**src/rtl/pll_reset_ctrl.sv**
```systemverilog
// PLL lock supervisor and system reset sequencer.
// Runs on the free-running TCXO clock, never on a PLL output.
module pll_reset_ctrl #(
    parameter int unsigned pll_rst_cycles      = 16,
    parameter int unsigned lock_timeout_cycles = 4096,
    parameter int unsigned lock_stable_cycles  = 256,
    parameter int unsigned max_attempts        = 3
) (
    input  logic       i_clk,
    input  logic       i_nrst,
    input  logic       i_locked,
    output logic       o_pll_reset,
    output logic       o_sys_nrst,
    output logic       o_ready,
    output logic       o_fault,
    output logic [3:0] o_attempts,
    output logic [7:0] o_lock_loss_cnt
);

    typedef enum logic [2:0] {
        PLL_RST,
        WAIT_LOCK,
        STABLE,
        RUN,
        FAULT
    } state_t;

    localparam logic [15:0] RST_LAST = 16'(pll_rst_cycles - 1);
    localparam logic [15:0] TO_LAST  = 16'(lock_timeout_cycles - 1);
    localparam logic [15:0] ST_LAST  = 16'(lock_stable_cycles - 1);
    localparam logic [3:0]  ATT_MAX  = 4'(max_attempts);

    state_t      state;
    state_t      state_n;
    logic [15:0] cnt;
    logic [15:0] cnt_n;
    logic [3:0]  att_n;
    logic [7:0]  loss_n;
    logic        sync_q;
    logic        locked_s;

    always_comb begin
        state_n = state;
        cnt_n   = cnt + 16'd1;
        att_n   = o_attempts;
        loss_n  = o_lock_loss_cnt;
        unique case (state)
            PLL_RST: begin
                if (cnt == RST_LAST) begin
                    state_n = WAIT_LOCK;
                    cnt_n   = '0;
                end
            end
            WAIT_LOCK: begin
                if (locked_s) begin
                    state_n = STABLE;
                    cnt_n   = '0;
                end else if (cnt == TO_LAST) begin
                    att_n   = o_attempts + 4'd1;
                    cnt_n   = '0;
                    state_n = (att_n == ATT_MAX) ? FAULT : PLL_RST;
                end
            end
            STABLE: begin
                if (!locked_s) begin
                    state_n = WAIT_LOCK;
                    cnt_n   = '0;
                end else if (cnt == ST_LAST) begin
                    state_n = RUN;
                    cnt_n   = '0;
                    att_n   = '0;
                end
            end
            RUN: begin
                cnt_n = '0;
                if (!locked_s) begin
                    state_n = PLL_RST;
                    if (o_lock_loss_cnt != 8'hff)
                        loss_n = o_lock_loss_cnt + 8'd1;
                end
            end
            FAULT: begin
                cnt_n = '0;
            end
            // Corrupted encodings fall back to a fresh PLL reset.
            default: begin
                state_n = PLL_RST;
                cnt_n   = '0;
            end
        endcase
    end

    always_ff @(posedge i_clk) begin
        if (!i_nrst) begin
            sync_q          <= 1'b0;
            locked_s        <= 1'b0;
            state           <= PLL_RST;
            cnt             <= '0;
            o_attempts      <= '0;
            o_lock_loss_cnt <= '0;
            o_pll_reset     <= 1'b1;
            o_sys_nrst      <= 1'b0;
            o_ready         <= 1'b0;
            o_fault         <= 1'b0;
        end else begin
            sync_q          <= i_locked;
            locked_s        <= sync_q;
            state           <= state_n;
            cnt             <= cnt_n;
            o_attempts      <= att_n;
            o_lock_loss_cnt <= loss_n;
            o_pll_reset     <= (state_n == PLL_RST) || (state_n == FAULT);
            o_sys_nrst      <= (state_n == RUN);
            o_ready         <= (state_n == RUN);
            o_fault         <= (state_n == FAULT);
        end
    end

endmodule

```
**config.mk**
```make
export PLATFORM = sky130hd
export DESIGN_NAME = pll_reset_ctrl
export DESIGN_NICKNAME = d
export VERILOG_FILES = /design/src/rtl/pll_reset_ctrl.sv
export SDC_FILE = /design/constraint.sdc
export NUM_CORES = 1
export LEC_CHECK = 0
export CORE_MARGIN = 5
export CORE_UTILIZATION = 50
export CTS_CLUSTER_SIZE = 24
export DETAILED_ROUTE_END_ITERATION = 7
export GPL_TIMING_DRIVEN = 0
export PLACE_DENSITY = 0.74
export RECOVER_POWER = 50
export SYNTH_ARGS = -nofsm -noshare
export SYNTH_HDL_FRONTEND = slang
export SYNTH_SLANG_ARGS = --single-unit
```
**constraint.sdc**
```tcl
create_clock -name i_clk -period 1.6 [get_ports i_clk]
set_input_delay 0.48 -clock i_clk [delete_from_list [all_inputs] [get_ports i_clk]]
set_output_delay 0.48 -clock i_clk [all_outputs]
set_load 0.02 [all_outputs]
```
Yosys cells after proc, flatten, opt, wreduce, memory -nomap -nowiden --
Index checks and enable logic that the tools add are counted.
Word-level totals: register bits 36, input port bits 3, output and inout bits 16, logic and storage cells 53
Operators by class: add/sub/neg operators 3, eq/ne operators 15, mux-type cells 19, bitwise gates (word level) 1, reduce and logical (&&, ||, !) cells 6
Operators with widths (count):
- 16-bit two-way mux | 5
- 16-bit case mux with 3 select lines | 1
- 3-bit two-way mux | 7
- 16-bit by 1-bit adder with 16-bit output, second input constant | 1
- 16-bit by 12-bit equality test with 1-bit output, second input constant | 1
- 16-bit by 4-bit equality test with 1-bit output, second input constant | 1
- 16-bit by 8-bit equality test with 1-bit output, second input constant | 1
- 4-bit two-way mux | 4
- 3-bit case mux with 5 select lines | 1
- 3-bit by 2-bit equality test with 1-bit output, second input constant | 3
- 8-bit by 1-bit adder with 8-bit output, second input constant | 1
- 2-bit inequality test, second input constant | 4
- 8-bit inequality test, second input constant | 1
- 4-bit case mux with 2 select lines | 1
- 3-bit equality test, second input constant | 2
- 3-bit logical NOT | 2
- 5-bit AND reduction | 1
- 4-bit by 1-bit adder with 4-bit output, second input constant | 1
- 4-bit by 2-bit equality test with 1-bit output, second input constant | 1
- 3-bit by 1-bit equality test with 1-bit output, second input constant | 1
- 3-bit AND reduction | 1
- 2-bit nonzero test | 1
- 1-bit logical OR | 1
- 1-bit inverter | 1

Depth between registers and ports, before layout --
Gate-level depths: netlist of run 1.
depth after elaboration 8, depth in mapped cells 7, mapped depth without buffers 5

Worst setup path before layout of run 1 --
No wires, ideal clock.
kind register -> register, start point reg cnt[0], end point reg cnt[6], setup time 0.124 ns, arrival time 1.568 ns, required time 1.476 ns, setup slack -0.092 ns, cell stages (with the launch flop) 8, buffers on the path 2, clock period less this slack 1.692 ns, path through dfxtp_1 > ha_1 > and3_2 > buf_4 > nand4_1 > a32oi_2 > buf_6 > a21oi_1
Between the ends: longest elaborated chain between the ends 4, elaborated cells on any way between the ends 10, those cells by class add/sub: 1; eq/ne: 3; mux: 6
RTL lines:
- from (decl) | line 35 | logic [15:0] cnt;
- from (signal assigned) | line 109 | cnt <= cnt_n;
- 16-bit by 1-bit adder with 16-bit output, or another cell as far along | line 44 | cnt_n = cnt + 16'd1;
- 16-bit two-way mux (on tied branches) | line 68, 58
- 16-bit two-way mux (on tied branches) | line 65, 55
- 16-bit case mux with 3 select lines * | line 47 | unique case (state)
Every way passes the cells marked *; elsewhere a longest branch is shown, timed or not. A chain may end at the register's enable or synchronous reset.

Worst setup path after layout of run 1 --
start point reg cnt[9], end point reg cnt[10]
The elaborated chain is that of the path after synthesis.

==> key figures, run 1 <==
Critical path
  • Slowest CP cell: dfxtp_1
  • Crit. End Element: flop
  • Critical Path RT: between 1.5 and 2 ns
  • CP Max Fanout: 6
  • CP Launch Type: flop
  • CP arrival: around 2.0 ns
  • CP Cell Sequence: and4_1, nand4_1, a32oi_4, buf_12, buf_6, a21oi_2
  • WS Path Type: flop to flop
  • Crit path largest cell delay: around 0.48 ns

Worst hold path
  • Worst hold path class: flop to flop

Timing
  • Setup-failing EPs final: 19
  • Clk_skew: around 0.0088 ns
  • Max-slew headroom: between 60 and 70%
  • Final period utilization: 110.2%
  • Worst-Margin Slew: 0.5338 ns
  • Final hold vios: 0
  • Slew Limit Fails: 0
  • Fin worst setup slack: -0.1625 ns
  • Achievable Freq: 567.4 MHz
  • RSZ-0062 raised after global routing: yes
  • Minimum clock period: 1.763 ns
  • Hold_ws: between 0.4 and 0.5 ns
  • Setup_tns: -2.532 ns

Final layout
  • Fin nets: approximately 240
  • Post-layout util: between 70% and 80%
  • Share of cells above drive strength 1: 38.14%
  • Layout area overhead: 38.07%
  • Inserted Diodes: 0
  • Finished Layout Cells: approximately 280
  • Fill cells: between 200 and 300

Detailed routing
  • Iteration-0 DRC Markers: about 120
  • WL/cell: 15.90 um
  • First-pass iteration count of the detailed router: 4
  • Final Routed Wirelength: 4483 um
  • DR DRC count: 0
  • Total vias in the final route: 1,613
  • Antenna Nets Post-Route: 0
  • Vias per inst: roughly 5.7

Synthesis
  • Syn Nets: around 200
  • Yosys top cell by area: dfxtp_1
  • Synth Instances: between 150 and 200
  • Synth top cells by count: 36 x dfxtp_1, 26 x a21oi_1, 11 x nand3_1, 11 x xnor2_1, 9 x nand4_1
  • Most frequent cell after synthesis: dfxtp_1
  • Top cell type's share of synthesized area: between 40% and 50%
  • Mapped Area: approximately 1800 um2
  • Area contributors post-synth: dfxtp_1 41%, a21oi_1 7.4%, xnor2_1 5.5%
  • EDFF count, synth: 0
  • Yosys warning count: 0
  • Post-synthesis sequential area ratio: between 40% and 50%
  • Yosys reg bits: 36
  • Yosys cell types: 45
  • Ys flop type: dfxtp_1
  • Syn avg cell area: approximately 9.4 um2
  • Async SR Flop Fraction: 0%

Power
  • Static Leakage: around 0.83 nW
  • Max IR drop VDD: around 0.00074 V
  • Power Density: approximately 630 nW/um2
  • Total chip power: approximately 1.5 mW

Floorplan
  • Initial Utilization: 52.38%
  • Total die area: around 4800 um2
  • Core Region: approximately 3400 um2
  • Die height: about 69 um
  • I/O pins: 19
  • Row Count: 21
  • Die W: around 69 um

Clock network
  • Root Driver: clkbuf_4
  • Hold-fix buffers, CTS: 0
  • H-tree lvl count: 2
  • Clk sinks: 36
  • Worst-path clk slew: 0.11 ns
  • Clock buffer depth: 2
  • Clk_lat worst skew: ~0.33 ns
  • Number of buffers created by CTS: 5
  • CTS tree: done

Placed design
  • Placer Congestion: 0.8495
  • HPWL after DPL: just under 3000 um
  • Cells after DPL: approximately 250
  • I/O Buffers: 18

Job
  • Max-capacitance violation count: 0

Status
  • Outcome: finished, violations left
  • Failing checks: setup timing

GRT
  • Total GRT Usage: between 10% and 20%
  • Initial antenna violation count: 0
  • Vias in the first global route: ~1,500
  • Largest net degree at the start of global routing: 11
  • GRT overflow: 0
  • First-pass GRT wire length: 7231 um
cell type report:
type | count | area (um2) | area share (%)
Buffer | 7 | 63.81 | 2.623
Clock buffer | 7 | 65.06 | 2.675
Inverter | 7 | 26.28 | 1.080
Multi-Input combinational cell | 137 | 1126 | 46.30
Sequential cell | 36 | 740.7 | 30.45
Tap cell | 46 | 57.56 | 2.366
Timing Repair Buffer | 42 | 352.8 | 14.51
per-stage QoR:
stage,cell area [um2],worst slack (ns)
after floorplan,1784,-0.009938
after global placement,2022,-0.7913
after detailed placement,2022,-0.8581
after CTS,2333,-0.1714
after global routing,2432,-0.2131
final,2432,-0.1625
layout by cell type, fill, tap and decap left out, drive strengths merged, types with 3 or more instances in the layout:
master / netlist / layout
clkbuf: 1 / 16
nand3: 12 / 12
ha: 4 / 4
or3: 3 / 3
clkdlybuf4s15: 0 / 6
and3: 3 / 3
and4: 5 / 5
nor2: 8 / 8
a21oi: 26 / 26
dfxtp: 36 / 36
xor2: 7 / 7
and2: 3 / 3
dlygate4sd2: 0 / 5
inv: 7 / 7
nand4: 9 / 9
nor4: 6 / 6
nand2: 8 / 8
buf: 7 / 28
xnor2: 11 / 11
o21ai: 6 / 6
logic make-up after synthesis:
logic type | Yosys count | synth area share (%)
buffers and inverters | 15 | 4.474
adder cells (fa/ha/maj) | 4 | 2.841
AO/OA/AOI/OAI | 46 | 16.55
flip-flops | 36 | 40.91
AND/OR/NAND/NOR | 69 | 26.28
XOR/XNOR | 18 | 8.949
critical path: cells and delay by family, from the launching register on:
kind	cells	cell delay [ns]
AO/OA/AOI/OAI	2	0.36
buffers and inverters	2	0.29
flip-flops	1	0.48
AND/OR/NAND/NOR	2	0.52
power by group:
part | internal (mW) | switching (mW)
Sequential | 0.905 | 0.0110
Combinational | 0.0440 | 0.0400
Clock | 0.249 | 0.294
flip-flops by register name, summed over array words and instances, names as in the netlist:
register         count
cnt                 16
locked_s             1
o_attempts           4
o_fault              1
o_lock_loss_cnt      8
o_pll_reset          1
o_ready              1
state                3
sync_q               1
layer usage:
metal	GRT usage, %	vias to the layer above	part of all wire, %
li1	-	805	-
met1	20.96	772	44
met2	32.52	26	52
met3	4.203	10	2.7
met4	7.809	0	2.0
met5	0	-	0
timing repair:
action | in CTS | in global routing
setup buffers | 14 | 9
pin swaps | 9 | 13
cloned | 1 | 0
gates resized for setup | 60 | 32
endpoints found under the setup margin | 46 | 37
worst paths after layout:
path,from,end,slack [ns],cells after the start
hold / removal,sync_q,locked_s,0.45,1
setup reg to reg,cnt[9],cnt[10],-0.16,6
setup / recovery,cnt[9],cnt[10],-0.16,6
hold reg to reg,sync_q,locked_s,0.45,1
Power figures use the tool's default switching activity.
==> run 2, diff against run 1 <==
--- a/config.mk
+++ b/config.mk
@@ -6,11 +6,12 @@
 export NUM_CORES = 1
 export LEC_CHECK = 0
 export CORE_MARGIN = 5
-export CORE_UTILIZATION = 50
-export CTS_CLUSTER_SIZE = 24
+export CORE_UTILIZATION = 56
+export CTS_CLUSTER_SIZE = 28
 export DETAILED_ROUTE_END_ITERATION = 7
+export DONT_BUFFER_PORTS = 1
 export GPL_TIMING_DRIVEN = 0
-export PLACE_DENSITY = 0.74
+export PLACE_DENSITY = 0.73
 export RECOVER_POWER = 50
 export SYNTH_ARGS = -nofsm -noshare
 export SYNTH_HDL_FRONTEND = slang
==> key figures, run 2 (synthesized netlist as in run 1, its figures left out) <==
Critical path
  • Cells on worst reg2reg path: 5 (-1)
  • R2R Path End: cnt[0]
  • FF-to-FF setup slack: -0.15 ns (about the same)
  • CP bufs+invs: 1 (-1)
  • CP top delay family: simple AND/OR/NAND/NOR gates
  • Slowest CP cell: nor4_4
  • Critical Path RT: 1.83 ns (about the same)
  • CP Cell Sequence: nor4_4, nand4_1, a32oi_4, buf_6, a21oi_2
  • CP arrival: 1.98 ns (about the same)
  • CP Max Fanout: 5 (-1)
  • CP Launch Type: flop
  • Crit path largest cell delay: 0.40 ns (-0.08 ns)
  • WS Path Type: flop to flop
  • Crit. End Element: flop
  • Worst R2R Start: cnt[15]

Timing
  • Minimum clock period: 1.748 ns (-0.01490 ns)
  • Slew Limit Fails: 0 (unchanged)
  • Setup-failing EPs final: 20 (+1)
  • Worst-Margin Slew: 0.5856 ns (+0.05179 ns)
  • Final period utilization: 109.2% (-0.93 points)
  • Achievable Freq: 572.2 MHz (+0.85%)
  • Hold_ws: 0.2392 ns (-0.2078 ns)
  • Final hold vios: 0 (unchanged)
  • Setup_tns: -2.013 ns (+0.5188 ns)
  • RSZ-0062 raised after global routing: yes
  • Clk_skew: 0.01646 ns (+0.007660 ns)
  • Fin worst setup slack: -0.1476 ns (+0.01490 ns)
  • Max-slew headroom: 60.60% (-3.8 points)

Clock network
  • Worst-path clk slew: 0.12 ns (about the same)
  • Hold-fix buffers, CTS: 0 (unchanged)
  • Clk sinks: 36 (unchanged)
  • Root Driver: clkbuf_4
  • Clock buffer depth: 2 (unchanged)
  • Clk_lat worst skew: 0.35 ns (+0.02 ns)
  • H-tree lvl count: 2 (unchanged)
  • Number of buffers created by CTS: 5 (unchanged)
  • CTS tree: done

Worst hold path
  • WHS Endpoint: locked_s
  • Hold path depth: 1 (unchanged)
  • Worst hold path class: input pin to flop
  • HP Start: i_nrst

Job
  • Max-capacitance violation count: 0 (unchanged)

Final layout
  • Inserted Diodes: 0 (unchanged)
  • Share of cells above drive strength 1: 34.15% (-4.0 points)
  • Layout area overhead: 19.89%
  • Fill cells: 244 (-7.9%)
  • Biggest register: cnt
  • Commonest non-fill, non-tap cell in the layout: dfxtp_1
  • Fin nets: 211 (-13%)
  • Top Registers: cnt x16, o_lock_loss_cnt x8, o_attempts x4
  • Commonest cells after routing, fill and taps aside: 23 x dfxtp_1, 15 x a21oi_2
  • Max FFs per register: 16 (unchanged)

Power
  • Power Density: 699.1 nW/um2 (+10%)
  • Static Leakage: 0.6689 nW (-20%)
  • Max IR drop VDD: 0.0004053 V (-45%)

Detailed routing
  • WL/cell: 15.63 um (-1.7%)
  • Final Routed Wirelength: 3893 um (-13%)
  • Vias per inst: 5.952 (+4.1%)
  • Antenna Nets Post-Route: 0 (unchanged)
  • Iteration-0 DRC Markers: 91 (-24%)
  • DR DRC count: 0 (unchanged)
  • Total vias in the final route: 1,482 (-8.1%)
  • First-pass iteration count of the detailed router: 4 (unchanged)

GRT
  • GRT overflow: 0 (unchanged)
  • Total GRT Usage: 19.84% (+1.5 points)
  • Vias in the first global route: 1,447 (-5.2%)
  • Largest net degree at the start of global routing: 13 (+2)
  • First-pass GRT wire length: 6637 um (-8.2%)
  • Initial antenna violation count: 0 (unchanged)

Placed design
  • HPWL after DPL: 2584 um (-12%)
  • I/O Buffers: 0 (-18)
  • Placer Congestion: 0.8189 (-3.6%)

Floorplan
  • Die W: 66.09 um (-4.7%)
  • Row Count: 20 (-4.8%)
  • Core Region: 3028 um2 (-10%)
  • Die height: 66.09 um (-4.7%)
  • Initial Utilization: 58.18% (+5.8 points)
  • I/O pins: 19 (unchanged)
  • Total die area: 4368 um2 (-9.2%)

Status
  • Outcome: finished, violations left
  • Failing checks: setup timing
-- run 2: cell types whose count changed in the layout (fill, tap and decap cells not counted), moves of 2 or more --
| cell | delta |
|---|---|
| clkinv_2 | +2 |
| clkbuf_8 | -2 |
| buf_6 | -3 |
| nor4_1 | +2 |
| dlygate4sd2_1 | -5 |
| nor4_2 | -2 |
| clkbuf_1 | -4 |
| clkbuf_2 | -3 |
| buf_4 | -9 |
| clkdlybuf4s15_1 | -5 |
-- run 2: metrics by stage --
| stage | total power [mW] | std cells | setup slack (ns) | utilization, % | cell area [um2] |
|---|---|---|---|---|---|
| 6_report | 1.477 | 249 | -0.1476 | 69.75 | 2112 |
| 5_1_grt | 1.540 | 249 | -0.2162 | 69.75 | 2112 |
| 4_1_cts | 1.469 | 248 | -0.1170 | 67.23 | 2036 |
| 3_5_place_dp | 0.9759 | 232 | -0.2637 | 60.74 | 1839 |
| 3_3_place_gp | 0.9729 | 232 | -0.1894 | 60.74 | 1839 |
| 2_1_floorplan | 0.9650 | 188 | -0.009938 | - | 1784 |
-- run 2: layout make-up --
type | instances | area, um2 | share of cell area [%]
Buffer | 7 | 53.80 | 2.547
Inverter | 7 | 26.28 | 1.244
Multi-Input combinational cell | 137 | 1092 | 51.72
Clock inverter | 3 | 18.77 | 0.8886
Clock buffer | 5 | 37.54 | 1.777
Tap cell | 44 | 55.05 | 2.607
Sequential cell | 36 | 742.0 | 35.13
Timing Repair Buffer | 10 | 86.33 | 4.088
-- run 2: power breakdown --
part | switching [mW] | internal, mW | leakage, nW
Sequential | 0.0105 | 0.905 | 0.298
Combinational | 0.0338 | 0.0351 | 0.336
Clock | 0.324 | 0.169 | 0.0349
-- run 2: layer usage --
layer / global-route usage [%] / wire length (um) / vias up
li1: - / - / 733
met1: 21.87 / 1693 / 717
met2: 35.32 / 1991 / 21
met3: 5.612 / 130 / 11
met4: 8.122 / 78 / 0
met5: 0 / 0 / -
-- run 2: how the worst max path moves through the flow --
| stage | cells after the start | to | startpoint | slack, ns |
|---|---|---|---|---|
| global placement | 5 | cnt[6] | cnt[8] | -0.19 |
| detailed placement | 5 | cnt[0] | cnt[8] | -0.26 |
| floorplan | 6 | o_pll_reset | cnt[0] | -0.01 |
| CTS | 4 | o_pll_reset | cnt[15] | -0.12 |
| finish | 5 | cnt[0] | cnt[15] | -0.15 |
| global route | 7 | cnt[0] | cnt[1] | -0.22 |
-- run 2: what timing repair did --
item	in CTS	in global routing
cloned	1	0
endpoints found under the setup margin	23	27
gates resized for setup	20	23
setup buffers	7	2
pin swaps	7	5
